**config.mk**
```make
export PLATFORM = sky130hd
export DESIGN_NAME = bitslip_align
export DESIGN_NICKNAME = d
export VERILOG_FILES = /design/src/rtl/bitslip_pkg.sv /design/src/rtl/frame_pattern_classify.sv /design/src/rtl/bitslip_align.sv
export SDC_FILE = /design/constraint.sdc
export NUM_CORES = 1
export LEC_CHECK = 0
export ABC_AREA = 1
export CORE_MARGIN = 2
export CORE_UTILIZATION = 30
export DETAILED_ROUTE_END_ITERATION = 10
export PLACE_DENSITY = 0.57
export REMOVE_ABC_BUFFERS = 1
export SKIP_CTS_REPAIR_TIMING = 1
export SLEW_MARGIN = 10
export SYNTH_ARGS = -nofsm -noshare
export SYNTH_HDL_FRONTEND = slang
export SYNTH_SLANG_ARGS = --single-unit
```
**constraint.sdc**
```tcl
create_clock -name clk_div -period 4.55 [get_ports clk_div]
set_input_delay 0.91 -clock clk_div [delete_from_list [all_inputs] [get_ports clk_div]]
set_output_delay 0.91 -clock clk_div [all_outputs]
set_load 0.05 [all_outputs]
```
**src/rtl/bitslip_pkg.sv**
```systemverilog
// Shared types and constants for the LVDS frame-alignment controller.
package bitslip_pkg;

    typedef enum logic [2:0] {
        StIdle,
        StSearch,
        StSlip,
        StSettle,
        StVerify,
        StLocked,
        StFail
    } state_e;

    localparam int unsigned DefWidth         = 8;
    localparam int unsigned DefMatchCount    = 4;
    localparam int unsigned DefSettleCycles  = 4;
    localparam int unsigned DefLossCount     = 8;
    localparam int unsigned DefTimeoutFrames = 1024;
    localparam int unsigned MaxWidth         = 16;

    // Aligned frame word: upper half zeros, lower half ones.
    function automatic logic [MaxWidth-1:0] p0_pattern(input int unsigned width);
        logic [MaxWidth-1:0] p;
        p = '0;
        for (int unsigned i = 0; i < MaxWidth; i++) begin
            if (i < width / 2) begin
                p[i] = 1'b1;
            end
        end
        return p;
    endfunction

endpackage

```
**src/rtl/frame_pattern_classify.sv**
```systemverilog
// Maps a deserialized frame word to (valid, rotation) against rotations of P0.
module frame_pattern_classify
    import bitslip_pkg::*;
#(
    parameter int unsigned WIDTH = DefWidth
) (
    input  logic [WIDTH-1:0]         word_i,
    output logic                     valid_o,
    output logic [$clog2(WIDTH)-1:0] rot_o
);

    localparam int unsigned KW = $clog2(WIDTH);
    localparam logic [WIDTH-1:0] P0 = WIDTH'(p0_pattern(WIDTH));

    function automatic logic [WIDTH-1:0] rotl(input logic [WIDTH-1:0] v, input int unsigned n);
        return (v << n) | (v >> (WIDTH - n));
    endfunction

    always_comb begin
        valid_o = 1'b0;
        rot_o   = '0;
        for (int unsigned k = 0; k < WIDTH; k++) begin
            if (word_i == rotl(P0, k)) begin
                valid_o = 1'b1;
                rot_o   = KW'(k);
            end
        end
    end

endmodule

```
**src/rtl/bitslip_align.sv**
```systemverilog
// Frame-alignment controller: debounces the frame rotation, issues BITSLIP pulses,
// verifies alignment and tracks loss of lock.
module bitslip_align
    import bitslip_pkg::*;
#(
    parameter int unsigned WIDTH          = DefWidth,
    parameter int unsigned MATCH_COUNT    = DefMatchCount,
    parameter int unsigned SETTLE_CYCLES  = DefSettleCycles,
    parameter int unsigned LOSS_COUNT     = DefLossCount,
    parameter int unsigned TIMEOUT_FRAMES = DefTimeoutFrames
) (
    input  logic                     clk_div,
    input  logic                     reset_n,
    input  logic                     ena,
    input  logic                     start,
    input  logic [WIDTH-1:0]         frame_in,
    output logic                     bitslip,
    output logic [$clog2(WIDTH)-1:0] bitslip_count,
    output logic                     locked,
    output logic                     align_err
);

    localparam int unsigned KW = $clog2(WIDTH);
    localparam int unsigned MW = $clog2(MATCH_COUNT + 1);
    localparam int unsigned SW = $clog2(SETTLE_CYCLES + 1);
    localparam int unsigned LW = $clog2(LOSS_COUNT + 1);
    localparam int unsigned TW = $clog2(TIMEOUT_FRAMES + 1);

    state_e          state_q, state_d;
    logic [WIDTH-1:0] stage1_q, stage1_d, stage2_q, stage2_d;
    logic [MW-1:0]   match_q, match_d;
    logic [KW-1:0]   prev_k_q, prev_k_d;
    logic [TW-1:0]   timeout_q, timeout_d;
    logic [LW-1:0]   loss_q, loss_d;
    logic [KW-1:0]   remaining_q, remaining_d;
    logic [SW-1:0]   settle_q, settle_d;
    logic [KW-1:0]   count_q, count_d;
    logic            bitslip_q, bitslip_d;
    logic            locked_q, locked_d;
    logic            err_q, err_d;

    logic            word_valid;
    logic [KW-1:0]   word_rot;
    logic            word_is_p0;

    frame_pattern_classify #(
        .WIDTH (WIDTH)
    ) u_classify (
        .word_i  (stage2_q),
        .valid_o (word_valid),
        .rot_o   (word_rot)
    );

    assign word_is_p0 = word_valid && (word_rot == '0);

    always_comb begin
        state_d     = state_q;
        stage1_d    = stage1_q;
        stage2_d    = stage2_q;
        match_d     = match_q;
        prev_k_d    = prev_k_q;
        timeout_d   = timeout_q;
        loss_d      = loss_q;
        remaining_d = remaining_q;
        settle_d    = settle_q;
        count_d     = count_q;
        locked_d    = locked_q;
        err_d       = err_q;
        bitslip_d   = 1'b0;

        if (ena) begin
            stage1_d = frame_in;
            stage2_d = stage1_q;
            if (start) begin
                state_d     = StSearch;
                match_d     = '0;
                prev_k_d    = '0;
                timeout_d   = '0;
                loss_d      = '0;
                remaining_d = '0;
                settle_d    = '0;
                count_d     = '0;
                locked_d    = 1'b0;
                err_d       = 1'b0;
            end else begin
                unique case (state_q)
                    StIdle: ;
                    StSearch: begin
                        timeout_d = timeout_q + 1'b1;
                        if (!word_valid) begin
                            match_d = '0;
                        end else if (match_q != '0 && word_rot == prev_k_q) begin
                            match_d = match_q + 1'b1;
                        end else begin
                            match_d = MW'(1);
                        end
                        prev_k_d = word_rot;
                        if (timeout_d == TW'(TIMEOUT_FRAMES)) begin
                            state_d = StFail;
                            err_d   = 1'b1;
                        end else if (match_d == MW'(MATCH_COUNT)) begin
                            count_d = word_rot;
                            match_d = '0;
                            if (word_rot == '0) begin
                                state_d  = StLocked;
                                locked_d = 1'b1;
                                loss_d   = '0;
                            end else begin
                                state_d     = StSlip;
                                remaining_d = word_rot;
                                bitslip_d   = 1'b1;
                            end
                        end
                    end
                    StSlip: begin
                        // A pulse suppressed by ena is re-issued before leaving SLIP.
                        if (bitslip_q) begin
                            remaining_d = remaining_q - 1'b1;
                            settle_d    = SW'(SETTLE_CYCLES);
                            state_d     = StSettle;
                        end else begin
                            bitslip_d = 1'b1;
                        end
                    end
                    StSettle: begin
                        settle_d = settle_q - 1'b1;
                        if (settle_q == SW'(1)) begin
                            if (remaining_q != '0) begin
                                state_d   = StSlip;
                                bitslip_d = 1'b1;
                            end else begin
                                state_d = StVerify;
                                match_d = '0;
                            end
                        end
                    end
                    StVerify: begin
                        timeout_d = timeout_q + 1'b1;
                        if (timeout_d == TW'(TIMEOUT_FRAMES)) begin
                            state_d = StFail;
                            err_d   = 1'b1;
                        end else if (word_is_p0) begin
                            match_d = match_q + 1'b1;
                            if (match_d == MW'(MATCH_COUNT)) begin
                                state_d  = StLocked;
                                locked_d = 1'b1;
                                loss_d   = '0;
                                match_d  = '0;
                            end
                        end else begin
                            state_d = StSearch;
                            match_d = '0;
                        end
                    end
                    StLocked: begin
                        if (word_is_p0) begin
                            loss_d = '0;
                        end else begin
                            loss_d = loss_q + 1'b1;
                            if (loss_d == LW'(LOSS_COUNT)) begin
                                state_d   = StSearch;
                                locked_d  = 1'b0;
                                timeout_d = '0;
                                match_d   = '0;
                                loss_d    = '0;
                            end
                        end
                    end
                    StFail: ;
                    default: state_d = StIdle;
                endcase
            end
        end
    end

    always_ff @(posedge clk_div) begin
        if (!reset_n) begin
            state_q     <= StIdle;
            stage1_q    <= '0;
            stage2_q    <= '0;
            match_q     <= '0;
            prev_k_q    <= '0;
            timeout_q   <= '0;
            loss_q      <= '0;
            remaining_q <= '0;
            settle_q    <= '0;
            count_q     <= '0;
            bitslip_q   <= 1'b0;
            locked_q    <= 1'b0;
            err_q       <= 1'b0;
        end else begin
            state_q     <= state_d;
            stage1_q    <= stage1_d;
            stage2_q    <= stage2_d;
            match_q     <= match_d;
            prev_k_q    <= prev_k_d;
            timeout_q   <= timeout_d;
            loss_q      <= loss_d;
            remaining_q <= remaining_d;
            settle_q    <= settle_d;
            count_q     <= count_d;
            bitslip_q   <= bitslip_d;
            locked_q    <= locked_d;
            err_q       <= err_d;
        end
    end

    assign bitslip       = bitslip_q;
    assign bitslip_count = count_q;
    assign locked        = locked_q;
    assign align_err     = err_q;

endmodule

```
==> impl_results.md, run 1 <==
* Gp weighted congestion at between 0.8 and 0.9
* Critical path class: primary input to flip-flop
* Ant. Diodes at 0
* Headroom to the max-slew limit at a little over two fifths
* DR vias at roughly 3300
* Layout net count at about 580
* Status: finished, final reports clean
* Clock Latency Late Sink at between 300 and 400 ps
* Setup TNS at 0 ps
* Die width at 110 um
* Number of H-tree levels at 2
* Final Cell Area at ~3800 sq um
* Final setup viols at 0
* Num rows at 38
* Startpoint types: primary input
* Req. time, crit path at around 4800 ps
* WP data arrival at ~3600 ps
* PortBufs at 17
* Core area at 10900 sq um
* Reg clk slew, reported paths at around 90 ps
* Worst flop-to-flop path endpoint: timeout_q[5]
* DRT Pass-1 Iters at 5
* Wirelength per Cell at ~11 um
* Asr flop ratio synth at 0%
* Hold path endpoint: bitslip_count[0]
* Die Area at about 12000 sq um
* GR peak layer: met2
* Fin crit share at about three quarters
* Crit Path Max Fanout at 16
* Synth Register Bits at between 50 and 60
* Most common cell after layout, fill and taps aside: nand2_1
* MaxCap Viol Count at 0
* Synthesized instance count at about 540
* Yosys Warn Count at 0
* WL final at ~8000 um
* Global Route met3 Usage at 2.12%
* Total congestion overflow at 0
* RSZ-0062 raised after global routing: false
* Synth Flop Type: dfxtp_1
* # IOs at 18
* Max VDD drop at roughly 0.15 mV
* Final core occ at about a third
* Hold Slack at roughly 470 ps
* Slew @ Worst Pin at between 800 and 900 ps
* Hold Fails Final Rpt at 0
* CTS tree: built
* Pwr Density at roughly 290 nW/um^2
* Layout area overhead at 13.2%
* Hpwl dp at ~6000 um
* Hold_sp: bitslip_count[0]
* Met2 Use GR at a little under a quarter
* WHS Path Cells at 2
* Drt via density at approximately 4.8
* Chip height at about 110 um
* EDFF count, synth at 0
* Leading area contributor after synthesis: dfxtp_1
* Clock Skew at 7.98 ps
* Area after DPL at 3690 sq um
* Tmin final at around 3300 ps
* FMAX at roughly 0.3 GHz
* Max Slew Vio Count at 0
* Initial drt markers at approximately 220
* Clock tree buffer depth at 2
* Reg2Reg Depth at 15
* Clock root cell: clkbuf_8
* CTS Buf Count at 5
* Distinct cell type count after synthesis at 35
* Drt drc at 0
* Synth area leaders: dfxtp_1 31%, nand2_1 13%, nor2_1 10%, inv_1 7.7%, a21oi_1 5.8%
* Vias in the first global route at 3023
* DRT antenna net count at 0
* Initial antenna violation count at 0
* Clock Sinks at 52
* Met1 usage at 18.9%
* Share of the synthesized area in the top cell type at 30.8%
* Reg2reg setup slack at approximately 2000 ps
* R2r startpoint: state_q[2]
* Register area share after synthesis at a little under a third
* Largest net degree at the start of global routing at 31
* Cell Area, Synth at about 3400 sq um
* Pleak at 1.60 nW
* # fillers at roughly 1200
* CP endpoint kind: flip-flop
* Most frequent cells in the layout: 115 x nand2_1, 91 x nor2_1, 69 x inv_1, 52 x dfxtp_1, 39 x a21oi_1
* Global-route wire length before repair at 13600 um
* Starting density of the core at 31.0%
* GRT Resource Usage Total at 14.1%
* Hold crit path type: flip-flop to flip-flop
* Syn avg cell area at approximately 6.3 sq um
* Share of cells above drive strength 1 at between 10% and 20%
worst max-delay path, cell delays in order:
cell             delay [ps]
clkdlybuf4s50_1         830
inv_1                   390
nand2_1                 220
nor2_1                   50
inv_1                   100
nand2_1                 290
nor2_2                  400
inv_1                   120
nor2_1                  110
a21oi_1                  50
nor2_1                  100
per-layer routing:
metal	share of wire [%]	up-vias	routed length (um)
met5	0	-	0
met4	1.5	0	120
met3	3.4	9	269
met2	43	55	3440
met1	52	1504	4110
li1	-	1760	-
cells by family after synthesis:
| logic type | count (synthesis) | synth area share, % |
|---|---|---|
| fa+ha+maj | 10 | 3.71 |
| compound gates | 85 | 13.7 |
| flops | 52 | 30.8 |
| xor+xnor | 4 | 1.04 |
| buf+inv | 91 | 10.2 |
| simple gates | 296 | 40.5 |
flip-flops by register name, indices dropped and copies added, names as in the netlist:
signal and count:
stage2_q 8, match_q 3, timeout_q 11, locked 1, loss_q 4, bitslip 1, settle_q 3, state_q 3
bitslip_count 3, prev_k_q 3, remaining_q 3, stage1_q 8, align_err 1
cell usage after synthesis, types with 2 or more instances:
| master | count |
|---|---|
| inv_2 | 11 |
| nand4_1 | 14 |
| a21oi_1 | 39 |
| o21bai_1 | 2 |
| nand2_1 | 115 |
| dfxtp_1 | 52 |
| inv_1 | 69 |
| clkbuf_1 | 8 |
| o21ai_0 | 26 |
| nor2_1 | 91 |
| nand3b_1 | 2 |
| nor2_2 | 12 |
| nand2_2 | 11 |
| nand3_1 | 25 |
| nor2_4 | 3 |
| a22oi_1 | 3 |
| nand3_2 | 4 |
| a211oi_1 | 4 |
| xor2_1 | 3 |
| nand4_2 | 3 |
| nor3_1 | 11 |
| buf_2 | 3 |
| ha_1 | 10 |
| o21ai_1 | 6 |
power breakdown:
| group | switching (mW) | internal [mW] |
|---|---|---|
| sequential | 0.0221 | 0.482 |
| clock | 0.157 | 0.217 |
| combinational | 0.146 | 0.0764 |
| total | 0.325 | 0.775 |
how the worst max path moves through the flow:
stage	from	end	depth (start not counted)
2_1_floorplan	start	timeout_q[10]	9
3_3_place_gp	start	timeout_q[5]	11
3_5_place_dp	start	timeout_q[5]	11
4_1_cts	start	timeout_q[5]	11
6_report	start	timeout_q[5]	11
5_1_grt	start	timeout_q[5]	11
stage by stage:
stage	instances	setup WS, ps	total power [mW]
final	693	1210	1.10
after global routing	693	930	1.17
after CTS	693	1280	1.11
after detailed placement	686	946	0.736
after global placement	686	1050	0.732
after floorplan	527	2350	0.673
final cells by class:
cell class	count	area, sq um	share of cell area, %
Timing Repair Buffer	19	185	4.85
Sequential cell	52	1040	27.2
Clock buffer	5	68.8	1.80
Multi-Input combinational cell	395	1990	52.1
Clock inverter	2	60.1	1.57
Inverter	80	300	7.86
Tap cell	140	175	4.58
Power figures use the tool's default switching activity.
==> run 2, diff against run 1 <==
- clock period: 4.55 -> 3.28 ns (I/O delays scaled with it)
==> run 2 against run 1 <==
Effect of this change: clock power grew 5%; worst hold slack lost 2.0 ps; sequential cell count unchanged; register-to-register slack worse by 1100 ps; non-clock buffer count up 5; sequential share of layout area is essentially flat; final cell count is 0.87% higher; via count fell by 0.48%; clock skew rose by 5.3 ps; critical endpoint is now state_q[1]; highest routed layer unchanged.
==> impl_results.md, run 2 (synthesis gave the netlist of run 1 again) <==
* Drt via density at 4.74 (-1.3%)
* GRT Resource Usage Total at 14.0% (-0.077 points)
* CTS Buf Count at 5 (unchanged)
* Layout area overhead at 13.2% (about the same)
* Vias in the first global route at 3031 (+0.26%)
* Wirelength per Cell at 11.2 um (-2.1%)
* Req. time, crit path at 3520 ps (-1280 ps)
* Setup TNS at 0 ps (unchanged)
* Core area at 10900 sq um (unchanged)
* Hpwl dp at 6130 um (+3.0%)
* Share of cells above drive strength 1 at 11.3% (+0.78 points)
* Gp weighted congestion at 0.884 (+2.8%)
* Final setup margin at 990 ps (-220 ps)
* Initial antenna violation count at 0 (unchanged)
* Tmin final at between 2000 and 2500 ps
* Initial drt markers at 167 (-25%)
* Critical path class: flip-flop to flip-flop
* Final setup viols at 0 (unchanged)
* CP delay by family, top: simple AND/OR/NAND/NOR gates
* CP endpoint kind: flip-flop
* Crit Path Max Fanout at 8 (-8)
* Most common cell after layout, fill and taps aside: nand2_1
* Design Power at 1.40 mW (+27%)
* Hold crit path type: flip-flop to flip-flop
* WL final at 7840 um (-1.3%)
* Post-Place Setup Slack at 681 ps (-265 ps)
* WP data arrival at 2530 ps (-1060 ps)
* Global-route wire length before repair at 13500 um (-0.96%)
* Headroom to the max-slew limit at 48.1% (+5.4 points)
* Ant. Diodes at 0 (unchanged)
* Pwr Density at 367 nW/um^2 (+27%)
* CTS tree: built
* Pleak at 1.60 nW (+0.25%)
* Slew @ Worst Pin at 777 ps (-80.9 ps)
* # fillers at 1172 (+1.0%)
* Max VDD drop at 0.167 mV (+8.9%)
* FMAX at ~0.44 GHz
* Clock root cell: clkbuf_8
* DR vias at 3312 (-0.48%)
* Top cell by count, worst path: nand2_1
* Most frequent cells in the layout: 115 x nand2_1, 91 x nor2_1, 69 x inv_1, 52 x dfxtp_1, 39 x a21oi_1
* PortBufs at 17 (unchanged)
* Clock Skew at 13.3 ps (+5.32 ps)
* Reg with most FFs: timeout_q
* Startpoint types: flip-flop
* Largest net degree at the start of global routing at 27 (-13%)
* Largest registers: timeout_q x11, stage1_q x8, stage2_q x8
* Hold Fails Final Rpt at 0 (unchanged)
* Die Area at 12100 sq um (unchanged)
* # IOs at 18 (unchanged)
* Fin crit share at between 60 and 70%
* Starting density of the core at 31.0% (unchanged)
* Die width at 110 um (unchanged)
* Clock tree buffer depth at 2 (unchanged)
* Status: finished, final reports clean
* Critical path, cell by cell: ha_1 -> nand2_1 -> inv_1 -> nand3_1 -> nand2_1 -> nand3_1 -> nor2_2 -> nand3_2 -> nor2_4 -> nand2_4 -> inv_2 -> nand2_1 -> nand3_1 -> nand2_1 -> nand4_1 -> nand2_1 -> nor2_1
* Number of H-tree levels at 2 (unchanged)
* Hold Slack at 468 ps (-2.04 ps)
* Slowest library cell on the worst path: dfxtp_1
* Total congestion overflow at 0 (unchanged)
* MaxCap Viol Count at 0 (unchanged)
* Chip height at 110 um (unchanged)
* Drt drc at 0 (unchanged)
* Clock Sinks at 52 (unchanged)
* DRT antenna net count at 0 (unchanged)
* Max Slew Vio Count at 0 (unchanged)
* DRT Pass-1 Iters at 4 (-1)
* Worst path bufs/invs at 2 (-2)
* Largest register FFs at 11 (unchanged)
* Clock Latency Late Sink at 320 ps (about the same)
* Num rows at 38 (unchanged)
* Crit-path max cell delay at 440 ps (-390 ps)
* Reg clk slew, reported paths at 100 ps (about the same)
* RSZ-0062 raised after global routing: false
* Layout net count at 580 (+0.87%)
run 2: cell types whose count changed in the layout (fill, tap and decap cells not counted):
| cell | previous run | this run |
|---|---|---|
| buf_4 | 2 | 7 |
| bufinv_16 | 2 | 0 |
| clkbuf_1 | 0 | 1 |
| clkbuf_8 | 5 | 6 |
| clkinvlp_4 | 0 | 1 |
run 2: cell type report:
cell class	instances	area [sq um]	area share, %
Inverter	80	300	7.85
Tap cell	140	175	4.58
Timing Repair Buffer	24	223	5.82
Clock inverter	1	7.51	0.196
Multi-Input combinational cell	395	1990	52.1
Sequential cell	52	1040	27.2
Clock buffer	7	86.3	2.26
run 2: path summary, 6_finish.rpt:
path,startpoint,to,slack (ps),depth (start not counted)
worst max-delay path,timeout_q[0],state_q[1],990,17
worst max register to register,timeout_q[0],state_q[1],990,17
worst min-delay path,bitslip_count[0],bitslip_count[0],470,2
worst min register to register,bitslip_count[0],bitslip_count[0],470,2
run 2: worst min-delay path: cells and delay by family, from the launching register on:
family          cells  cell delay [ps]
flops               1              320
simple gates        1               60
compound gates      1               50
run 2: report_power, final:
group          internal (mW)  switching [mW]  total, mW
Sequential             0.669          0.0298      0.699
Clock                  0.172           0.219      0.391
Combinational          0.112           0.200      0.312
Total                  0.953           0.449       1.40
run 2: through the flow:
stage	cell area, sq um	utilization (%)	cells
6_report	3820	35.1	699
4_1_cts	3820	35.1	699
5_1_grt	3820	35.1	699
3_3_place_gp	3730	34.3	691
3_5_place_dp	3730	34.3	691
2_1_floorplan	3330	-	527
run 2: layer usage:
layer  track usage, %  vias to the layer above  part of all wire (%)
li1                 -                     1762                     -
met1             18.8                     1491                    51
met2             21.8                       47                    44
met3             2.41                       12                   3.0
met4             6.34                        0                   2.2
met5                0                        -                     0
==> run 3, diff against run 2 <==
- PLACE_DENSITY: 0.57 -> 0.58
- clock period: 3.28 -> 2.1 ns (I/O delays scaled with it)
==> run 3 against run 2 <==
Effect of this change: global-route usage is 0.83 points higher; clock skew decreased by 5.0 ps; sequential share of layout area shrank 3.0 points; total power increased by 78%; die area is the same; via count grew 3.5%; wire length is 8.6% higher; worst hold slack got worse by 2.8 ps; critical path depth unchanged; register-to-register slack got worse by 930 ps; combinational power grew 88%.
==> impl_results.md, run 3 (synthesis gave the netlist of run 1 again) <==
* Number of H-tree levels at 2 (unchanged)
* Largest registers: timeout_q x11, stage1_q x8, stage2_q x8
* Starting density of the core at 31.0% (unchanged)
* Crit Path Max Fanout at 4 (-4)
* WL final at 8520 um (+8.6%)
* Reg clk slew, reported paths at 90 ps (about the same)
* Chip height at 110 um (unchanged)
* Comb pwr share at 23.4% (+1.2 points)
* Headroom to the max-slew limit at 65.8% (+18 points)
* CP endpoint kind: flip-flop
* # IOs at 18 (unchanged)
* Vias in the first global route at 3192 (+5.3%)
* Most frequent cells in the layout: 97 x nand2_1, 77 x nor2_1, 64 x inv_1, 41 x buf_4, 37 x dfxtp_1
* Final core occ at 40.6% (+5.4 points)
* Clock root cell: clkbuf_8
* Finished Layout Cells at 732 (+4.7%)
* Die Area at 12100 sq um (unchanged)
* Hold Fails Final Rpt at 0 (unchanged)
* CTS Buf Count at 5 (unchanged)
* Hold Slack at 465 ps (-2.81 ps)
* Switching share of power at 30.0% (-2.0 points)
* Clock Sinks at 52 (unchanged)
* Core area at 10900 sq um (unchanged)
* Max VDD drop at 0.266 mV (+59%)
* Reg with most FFs: timeout_q
* Gp weighted congestion at 0.888 (+0.36%)
* Layout area overhead at 30.8%
* Global-route wire length before repair at 14400 um (+7.3%)
* Hold crit path type: flip-flop to flip-flop
* Total congestion overflow at 0 (unchanged)
* Sequential power share at 44.0% (-5.9 points)
* Largest register FFs at 11 (unchanged)
* Drt drc at 0 (unchanged)
* Clock Skew at 8.29 ps (-5.01 ps)
* DR vias at 3427 (+3.5%)
* Slew @ Worst Pin at 507 ps (-270 ps)
* CTS tree: built
* Initial antenna violation count at 0 (unchanged)
* Max Slew Vio Count at 0 (unchanged)
* Clock Power Share at 32.6% (+4.7 points)
* Int Power at 1.75 mW (+83%)
* Ant. Diodes at 0 (unchanged)
* Most common cell after layout, fill and taps aside: nand2_1
* Req. time, crit path at 2360 ps (-1160 ps)
* Crit-path max cell delay at 380 ps (-60 ps)
* MaxCap Viol Count at 0 (unchanged)
* Initial drt markers at 100 (-40%)
* Critical path class: flip-flop to flip-flop
* GRT Resource Usage Total at 14.8% (+0.83 points)
* Status: finished, final reports clean
* Slowest library cell on the worst path: dfxtp_4
* Top cell by count, worst path: nand2_2
* Final setup viols at 0 (unchanged)
* Die width at 110 um (unchanged)
* Post-placement cell count at 719 (+4.1%)
* RSZ-0062 raised after global routing: true
* Critical path, cell by cell: inv_2 -> nor2_1 -> nand2_2 -> nor2_4 -> nor2_4 -> nand2_2 -> nand2_2 -> inv_2 -> nor2_4 -> nand4_4 -> nor2_4 -> nand3_4 -> nand3_4 -> nand3_4 -> nand2_2 -> nand2_2 -> nor2_2
* Drt via density at 4.68 (-1.2%)
* FMAX at 0.491 GHz (+13%)
* Share of cells above drive strength 1 at 27.0% (+16 points)
* Switching power at 0.749 mW (+67%)
* Startpoint types: flip-flop
* DRT antenna net count at 0 (unchanged)
* Clock tree buffer depth at 2 (unchanged)
* Pwr Density at 565 nW/um^2 (+54%)
* Pleak at 1.84 nW (+15%)
* Fin crit share at 96.9% (+27 points)
* PortBufs at 17 (unchanged)
* Hpwl dp at 6520 um (+6.2%)
* Num rows at 38 (unchanged)
* Largest net degree at the start of global routing at 30 (+11%)
* Layout net count at 614 (+5.9%)
* DRT Pass-1 Iters at 4 (unchanged)
* Clock Latency Late Sink at 310 ps (about the same)
* Tmin final at 2040 ps (-255 ps)
* Wirelength per Cell at 11.6 um (+3.7%)
* WP data arrival at 2290 ps (-240 ps)
## run 3: cell count changes in the layout (fill, tap and decap cells not counted), moves of 5 or more
cell	delta
a21oi_2	+5
buf_4	+34
a21oi_1	-5
nand2_1	-18
dfxtp_2	+11
inv_1	-5
nor2_1	-14
nand2_2	+11
nand2_4	+7
nor2_4	+11
dfxtp_1	-15
## run 3: metal layers
layer	global-route usage [%]	vias up	wire length [um]
li1	-	1830	-
met4	4.91	0	119
met1	20.3	1535	4200
met3	1.76	7	265
met5	0	-	0
met2	24.2	55	3930
## run 3: area by class of cell
class | instances | area (sq um)
Tap cell | 140 | 175
Inverter | 80 | 303
Clock inverter | 2 | 60.1
Sequential cell | 52 | 1070
Clock buffer | 5 | 68.8
Timing Repair Buffer | 58 | 478
Multi-Input combinational cell | 395 | 2260
Fill cell | 1122 | 6470
## run 3: metrics by stage
| stage | power (mW) | setup TNS (ps) | setup slack (ps) | instance area [sq um] |
|---|---|---|---|---|
| 2_1_floorplan | 1.46 | 0 | 162 | 3330 |
| 3_3_place_gp | 1.64 | -4.69 | -4.69 | 3940 |
| 3_5_place_dp | 1.65 | 0 | 0.948 | 3940 |
| 4_1_cts | 2.47 | -89.0 | -36.0 | 4070 |
| 5_1_grt | 2.64 | -1220 | -135 | 4420 |
| 6_report | 2.49 | 0 | 64.5 | 4420 |
## run 3: worst paths after layout
kind | slack, ps | cells after the start | start | to
hold reg to reg | 470 | 2 | bitslip_count[0] | bitslip_count[0]
setup reg to reg | 60 | 17 | stage2_q[6] | state_q[0]
setup / recovery | 60 | 17 | stage2_q[6] | state_q[0]
hold / removal | 470 | 2 | bitslip_count[0] | bitslip_count[0]
## run 3: power groups by stage
stage               sequential (mW)  combinational, mW  clock (mW)
global placement               1.11              0.530           0
floorplan                      1.12              0.343           0
detailed placement             1.11              0.539           0
global route                   1.11              0.662       0.869
finish                         1.10              0.585       0.812
CTS                            1.09              0.540       0.840
## run 3: critical path, delay by kind of cell, from the launching register on
kind | cells | cell delay [ps]
and+or+nand+nor | 15 | 1470
DFF | 1 | 380
buffers and inverters | 2 | 100
